`config.mk`:
```
export PLATFORM = sky130hd
export DESIGN_NAME = systolic_ctrl
export DESIGN_NICKNAME = d
export VERILOG_FILES = /design/src/rtl/systolic_ctrl_pkg.sv /design/src/rtl/systolic_ctrl_valid_skew.sv /design/src/rtl/systolic_ctrl.sv
export SDC_FILE = /design/constraint.sdc
export NUM_CORES = 1
export LEC_CHECK = 0
export CORE_ASPECT_RATIO = 1.1
export CORE_MARGIN = 3
export CORE_UTILIZATION = 45
export CTS_BUF_LIST = sky130_fd_sc_hd__clkbuf_8
export CTS_CLUSTER_DIAMETER = 80
export DETAILED_ROUTE_END_ITERATION = 10
export GPL_TIMING_DRIVEN = 0
export MAX_ROUTING_LAYER = met4
export PLACE_DENSITY = 0.78
export SLEW_MARGIN = 20
export SYNTH_ARGS = -nofsm -noshare
export SYNTH_HDL_FRONTEND = slang
export SYNTH_HIERARCHICAL = 1
export SYNTH_SLANG_ARGS = --single-unit
```
`constraint.sdc`:
```
create_clock -name clk_i -period 2.1 [get_ports clk_i]
set_clock_uncertainty 0.05 [all_clocks]
set_input_delay 0.42 -clock clk_i [delete_from_list [all_inputs] [get_ports clk_i]]
set_output_delay 0.42 -clock clk_i [all_outputs]
set_load 0.05 [all_outputs]
```
`src/rtl/systolic_ctrl_pkg.sv`:
```
// Shared types for the systolic array sequencer: PE mux control and controller state.
package systolic_ctrl_pkg;

  typedef enum logic [1:0] {
    S_PASSTHROUGH = 2'd0,
    S_LOAD        = 2'd1,
    S_PROCESS     = 2'd2
  } input_mux_t;

  typedef enum logic [2:0] {
    IDLE   = 3'd0,
    LOAD   = 3'd1,
    STREAM = 3'd2,
    DRAIN  = 3'd3,
    DONE   = 3'd4
  } ctrl_state_t;

endpackage

```
`src/rtl/systolic_ctrl_valid_skew.sv`:
```
// Delays the STREAM valid so each bottom-row column gets its own result-valid strobe.
module systolic_ctrl_valid_skew #(
  parameter int ARRAY_DIM = 4
) (
  input  logic                 clk_i,
  input  logic                 rst_ni,
  input  logic                 valid_i,
  output logic [ARRAY_DIM-1:0] c_valid_o
);

  localparam int DEPTH = 2 * ARRAY_DIM - 1;

  // pipe_reg[d] carries valid_i delayed by d+1 cycles
  logic [DEPTH-1:0] pipe_reg;

  always_ff @(posedge clk_i or negedge rst_ni) begin
    if (!rst_ni) begin
      pipe_reg <= '0;
    end else begin
      pipe_reg <= {pipe_reg[DEPTH-2:0], valid_i};
    end
  end

  for (genvar gi = 0; gi < ARRAY_DIM; gi++) begin : g_tap
    assign c_valid_o[gi] = pipe_reg[ARRAY_DIM + gi - 1];
  end

endmodule

```
`src/rtl/systolic_ctrl.sv`:
```
// Weight-stationary systolic array sequencer: optional weight LOAD, vector STREAM,
// partial-sum DRAIN, then a one-cycle DONE pulse.
module systolic_ctrl
  import systolic_ctrl_pkg::*;
#(
  parameter int ARRAY_DIM = 4,
  parameter int VEC_W     = 8
) (
  input  logic                         clk_i,
  input  logic                         rst_ni,
  input  logic                         start_i,
  input  logic                         keep_weights_i,
  input  logic [VEC_W-1:0]             num_vecs_i,
  output logic                         busy_o,
  output logic                         done_o,
  output input_mux_t                   mux_o,
  output logic [ARRAY_DIM-1:0]         add_zero_o,
  output logic                         w_rd_en_o,
  output logic [$clog2(ARRAY_DIM)-1:0] w_row_idx_o,
  output logic                         b_rd_en_o,
  output logic [VEC_W-1:0]             b_vec_idx_o,
  output logic [ARRAY_DIM-1:0]         c_valid_o
);

  localparam int IDX_W = $clog2(ARRAY_DIM);
  localparam int CNT_W = $clog2(2 * ARRAY_DIM);
  localparam logic [CNT_W-1:0]     LOAD_LAST   = CNT_W'(ARRAY_DIM - 1);
  localparam logic [CNT_W-1:0]     LOAD_PRE    = CNT_W'(ARRAY_DIM - 2);
  localparam logic [CNT_W-1:0]     DRAIN_LAST  = CNT_W'(2 * ARRAY_DIM - 2);
  localparam logic [IDX_W-1:0]     TOP_ROW     = IDX_W'(ARRAY_DIM - 1);
  localparam logic [ARRAY_DIM-1:0] ROW0_ONLY   = ARRAY_DIM'(1);

  ctrl_state_t      state_reg;
  logic [CNT_W-1:0] cnt_reg;
  logic [VEC_W-1:0] num_vecs_reg;

  always_ff @(posedge clk_i or negedge rst_ni) begin
    if (!rst_ni) begin
      state_reg    <= IDLE;
      cnt_reg      <= '0;
      num_vecs_reg <= '0;
      busy_o       <= 1'b0;
      done_o       <= 1'b0;
      mux_o        <= S_PASSTHROUGH;
      add_zero_o   <= '0;
      w_rd_en_o    <= 1'b0;
      w_row_idx_o  <= '0;
      b_rd_en_o    <= 1'b0;
      b_vec_idx_o  <= '0;
    end else begin
      done_o <= 1'b0;
      case (state_reg)
        IDLE: begin
          if (start_i && (num_vecs_i != '0)) begin
            num_vecs_reg <= num_vecs_i;
            busy_o       <= 1'b1;
            cnt_reg      <= '0;
            b_vec_idx_o  <= '0;
            if (keep_weights_i) begin
              state_reg  <= STREAM;
              mux_o      <= S_PROCESS;
              add_zero_o <= ROW0_ONLY;
              b_rd_en_o  <= 1'b1;
            end else begin
              state_reg   <= LOAD;
              mux_o       <= S_PASSTHROUGH;
              w_rd_en_o   <= 1'b1;
              w_row_idx_o <= TOP_ROW;
            end
          end
        end
        LOAD: begin
          if (cnt_reg == LOAD_LAST) begin
            state_reg   <= STREAM;
            cnt_reg     <= '0;
            w_rd_en_o   <= 1'b0;
            w_row_idx_o <= '0;
            mux_o       <= S_PROCESS;
            add_zero_o  <= ROW0_ONLY;
            b_rd_en_o   <= 1'b1;
            b_vec_idx_o <= '0;
          end else begin
            cnt_reg     <= cnt_reg + CNT_W'(1);
            w_row_idx_o <= w_row_idx_o - IDX_W'(1);
            // Rows are shifted down during passthrough; all latch together on the last row.
            mux_o       <= (cnt_reg == LOAD_PRE) ? S_LOAD : S_PASSTHROUGH;
          end
        end
        STREAM: begin
          if (b_vec_idx_o == num_vecs_reg - VEC_W'(1)) begin
            state_reg   <= DRAIN;
            cnt_reg     <= '0;
            b_rd_en_o   <= 1'b0;
            b_vec_idx_o <= '0;
          end else begin
            b_vec_idx_o <= b_vec_idx_o + VEC_W'(1);
          end
        end
        DRAIN: begin
          if (cnt_reg == DRAIN_LAST) begin
            state_reg  <= DONE;
            cnt_reg    <= '0;
            busy_o     <= 1'b0;
            done_o     <= 1'b1;
            mux_o      <= S_PASSTHROUGH;
            add_zero_o <= '0;
          end else begin
            cnt_reg <= cnt_reg + CNT_W'(1);
          end
        end
        DONE: begin
          state_reg <= IDLE;
        end
        default: begin
          state_reg <= IDLE;
        end
      endcase
    end
  end

  systolic_ctrl_valid_skew #(
    .ARRAY_DIM (ARRAY_DIM)
  ) u_valid_skew (
    .clk_i     (clk_i),
    .rst_ni    (rst_ni),
    .valid_i   (b_rd_en_o),
    .c_valid_o (c_valid_o)
  );

endmodule

```
==> impl.org <==
** Outcome
- Result of the run :: complete, but fails checks
- The checks that failed: negative setup slack.

** Layout
- Top library cells by usage in the layout, fill and taps aside :: 32 x dfrtp_1, 30 x clkdlybuf4s50_1, 17 x buf_4
- In the final layout, flip-flops and latches occupy around 960 µm².
- At the end of the flow the core is filled with cells to 0.673.
- Once layout is done, the placed cells without fillers occupy 0.00279 mm².
- Nets :: 273
- Of the cells placed in the final design, the portion with a size suffix greater than 1 is 0.278.
- Leaving out fill and tap cells, the most frequent cell in the layout is dfrtp_1.
- Fill cells in the final layout number 332.
- The multi-input combinational cells in the finished layout cover a total of 0.00109 mm².
- The area growth from synthesis to layout is 38.0%.
- Antenna Cells :: 0

** Drt
- Post-detailed-route wirelength per cell :: 14.7 µm
- For this block, the via count after detailed routing is 1692.
- Total routed wirelength :: ~4500 µm
- Number of vias per cell :: 5.51
- After detailed routing, the number of remaining DRC violations is 0.
- The pre-antenna-repair detailed-routing pass consisted of 5 iterations.
- In this run, the number of DRC markers left after iteration 0 of detailed routing was 144.
- Once detail routing completed, the nets flagged for antenna violations numbered 0.

** Worst setup path
- The largest individual stage delay along the critical path comes from the cell or4_1.
- The endpoint identified for the worst register-to-register timing path is cnt_reg[1].
- STA classifies the critical path endpoint as a flip-flop.
- The worst register-to-register path has a depth of 6.
- Data arrives at the worst endpoint at 2460 ps.
- Instance count on the critical path :: 6
- Broken down by cell family, the worst path's largest delay share belongs to simple AND/OR/NAND/NOR gates.
- Startpoint Class :: flip-flop
- For this run, the slowest stage of the critical path takes 430 ps.
- The most critical setup path has its startpoint at num_vecs_reg[1].
- The setup check on the worst reg-to-reg path leaves a slack of -240 ps.
- Buffering stage count on the worst path with inverters included :: 1
- In this run the worst setup path terminates at cnt_reg[1].
- The setup path with the least slack is of type flip-flop to flip-flop.
- Req. time, crit path :: 2210 ps
- Cells along the critical path :: or3_4 > or4_1 > a2111o_1 > buf_6 > a211oi_4 > o22ai_1
- Along the worst path, the maximum fanout reaches 6.
- The startpoint identified for the worst register-to-register timing path is num_vecs_reg[1].

** STA
- The hold violation total from the final report is 0.
- Final critical-path share of the clock period :: 1.12
- Maximum achievable frequency :: 426 MHz
- Summed over all failing endpoints, the final setup total negative slack is -2510 ps.
- Post-layout minimum cycle time :: 2340 ps
- Setup violations remaining at the end of the flow were counted as 13.
- The max-slew violation count was 0.
- Hold_ws :: 295 ps
- In the post-route analysis, the smallest setup slack over all paths is -245 ps.
- At the pin with the least slew margin, the transition time is 589 ps.
- Worst slew margin relative to its limit :: 0.607
- Setup repair after global routing could not meet its margin everywhere.

** Synth
- In the post-synthesis netlist, the biggest area contributors are dfrtp_1 47%, mux2_2 5.0%, ha_1 4.3%, nand2_1 2.8%, buf_4 2.6%.
- Share of the yosys chip area belonging to registers :: 0.471
- Counting flops and latches in the post-synthesis netlist gives 38.
- Summed over all instances, the cell type with the most area after synthesis is dfrtp_1.
- Number of enable flip-flop cells after synthesis :: 0
- For this run, asynchronously set or reset flops after synthesis account for 1.00.
- Yosys mapped the design onto 46 distinct sky130hd cell types.
- For this run, the number of Yosys warnings is 6.
- Post-Syn Area per Cell :: 10.0 µm²
- The cell count after synthesis came out at just over 200.
- The share of synthesized area in the top cell type comes to 0.471.
- Dominant register cell in the synthesized netlist :: dfrtp_1
- The mapped netlist covers between 0.002 and 0.0025 mm².

** Job
- Max Cap Violations :: 0

** Global route
- The number of antenna violations at the first check in global routing was 0.
- Via count of the first global-routing pass :: 1645
- Wire length of the first global-routing pass :: about 7500 µm
- Entering global routing, the biggest net connects 24 pins.
- Leftover overflow at the end of global routing :: 0
- In the global route stage, overall resource usage came out at 0.177.

** Min path
- The min-delay analysis places its worst path in the category flip-flop to flip-flop.

** Clock tree
- Maximum number of buffers from clock root to sink :: 2
- Clock latency on the worst-skew pair, taken at its later pin, is 290 ps.
- Clk pin slew, worst setup/hold paths :: about 80 ps
- Count of clock tree sinks :: 38
- CTS Root Cell :: clkbuf_8
- In this run, CTS created clock tree buffers numbering 5.
- The H-tree was split into 2 levels.
- Clock tree from TritonCTS :: done

** Placed design
- Count of port buffers added during placement :: 32
- The congestion estimate from routability-driven global placement came to about 0.8.
- Post-DP HPWL :: roughly 3100 µm
- Summing all placed instances gives a cell area of about 0.0024 mm².

** Floorplan
- Num ports :: 36
- Die height :: 76.3 µm
- After floorplanning, the core was divided into 24 placement rows.
- The core region is approximately 0.0041 mm².
- The initial utilization of the core area, before any placement, comes to 0.488.
- Die area :: roughly 0.0053 mm²
- In this run the horizontal extent of the chip is 69.9 µm.

** Power and ir drop
- Pleak :: 1.13 nW
- Power density normalized to cell area :: 1490 mW/mm²
- The worst-case IR drop observed on VDD is around 0.00083 V.
==> cells in the mapped netlist (all sizes together) (2+ instances only) <==
master and n:
nand2 15, nand3 5, a22oi 2, a211oi 2, nor3 5, xnor2 4, o31a 2, a21oi 10
a211o 2, nor4 5, xor2 3, or2 5, ha 7, nand2b 5, nor2 12, o22ai 7
clkbuf 5, buf 8, inv 14, o21ai 8, mux2 9, dfrtp 38, or3 5, a21o 2
a31oi 5
==> worst min path at each step <==
stage / end / cells after the start / startpoint
2_1_floorplan: add_zero_o[0] / 0 / rst_ni
3_3_place_gp: u_valid_skew/pipe_reg[3] / 0 / u_valid_skew/pipe_reg[2]
3_5_place_dp: u_valid_skew/pipe_reg[1] / 0 / u_valid_skew/pipe_reg[0]
4_1_cts: u_valid_skew/pipe_reg[1] / 0 / u_valid_skew/pipe_reg[0]
5_1_grt: u_valid_skew/pipe_reg[1] / 0 / u_valid_skew/pipe_reg[0]
6_report: u_valid_skew/pipe_reg[1] / 0 / u_valid_skew/pipe_reg[0]
==> timing repair <==
item	in CTS	in global routing
setup endpoints to repair	22	27
endpoints found under the hold margin	15	0
pin swaps	4	10
resized for setup	4	27
setup buffers	6	5
hold buffers	1	0
==> area by class of cell <==
class                           count  area share
Inverter                           14      0.0188
Buffer                             11      0.0269
Timing Repair Buffer               45       0.158
Multi-Input combinational cell    139       0.390
Clock buffer                        5      0.0247
Clock inverter                      3      0.0144
Sequential cell                    38       0.344
Tap cell                           52      0.0233
==> per-layer routing <==
| metal | vias up | wire (µm) | track usage |
|---|---|---|---|
| li1 | 819 | - | - |
| met1 | 824 | 1960 | 0.215 |
| met2 | 42 | 2300 | 0.285 |
| met3 | 7 | 206 | 0.0435 |
| met4 | 0 | 65 | 0.0613 |
| met5 | - | 0 | - |
==> cell families after synthesis <==
kind of cell | synth area share
AOI/OAI and AO/OA | 0.168
xor gates and xnor gates | 0.0303
adders and majority gates | 0.0433
buffers and inverters | 0.0669
DFF | 0.471
muxes | 0.0551
other | 0.00186
and+or+nand+nor | 0.163
==> worst register-to-register path: cells and delay by family, from the launching register on <==
| kind | cells | cell delay (ps) |
|---|---|---|
| flip-flops | 1 | 420 |
| buffers and inverters | 1 | 150 |
| AND/OR/NAND/NOR | 2 | 840 |
| AO/OA/AOI/OAI | 3 | 760 |
==> through the flow <==
stage | setup slack [ps] | power [mW] | cells
global route | -330 | 4.45 | 307
global placement | -772 | 3.17 | 288
finish | -245 | 4.16 | 307
detailed placement | -777 | 3.23 | 289
floorplan | -138 | 2.68 | 204
CTS | -182 | 3.94 | 304
==> where the power goes <==
group	internal [mW]	switching, mW
registers	1.00	0.265
clock network	0.349	0.260
logic	0.992	1.30
Power figures use the tool's default switching activity.
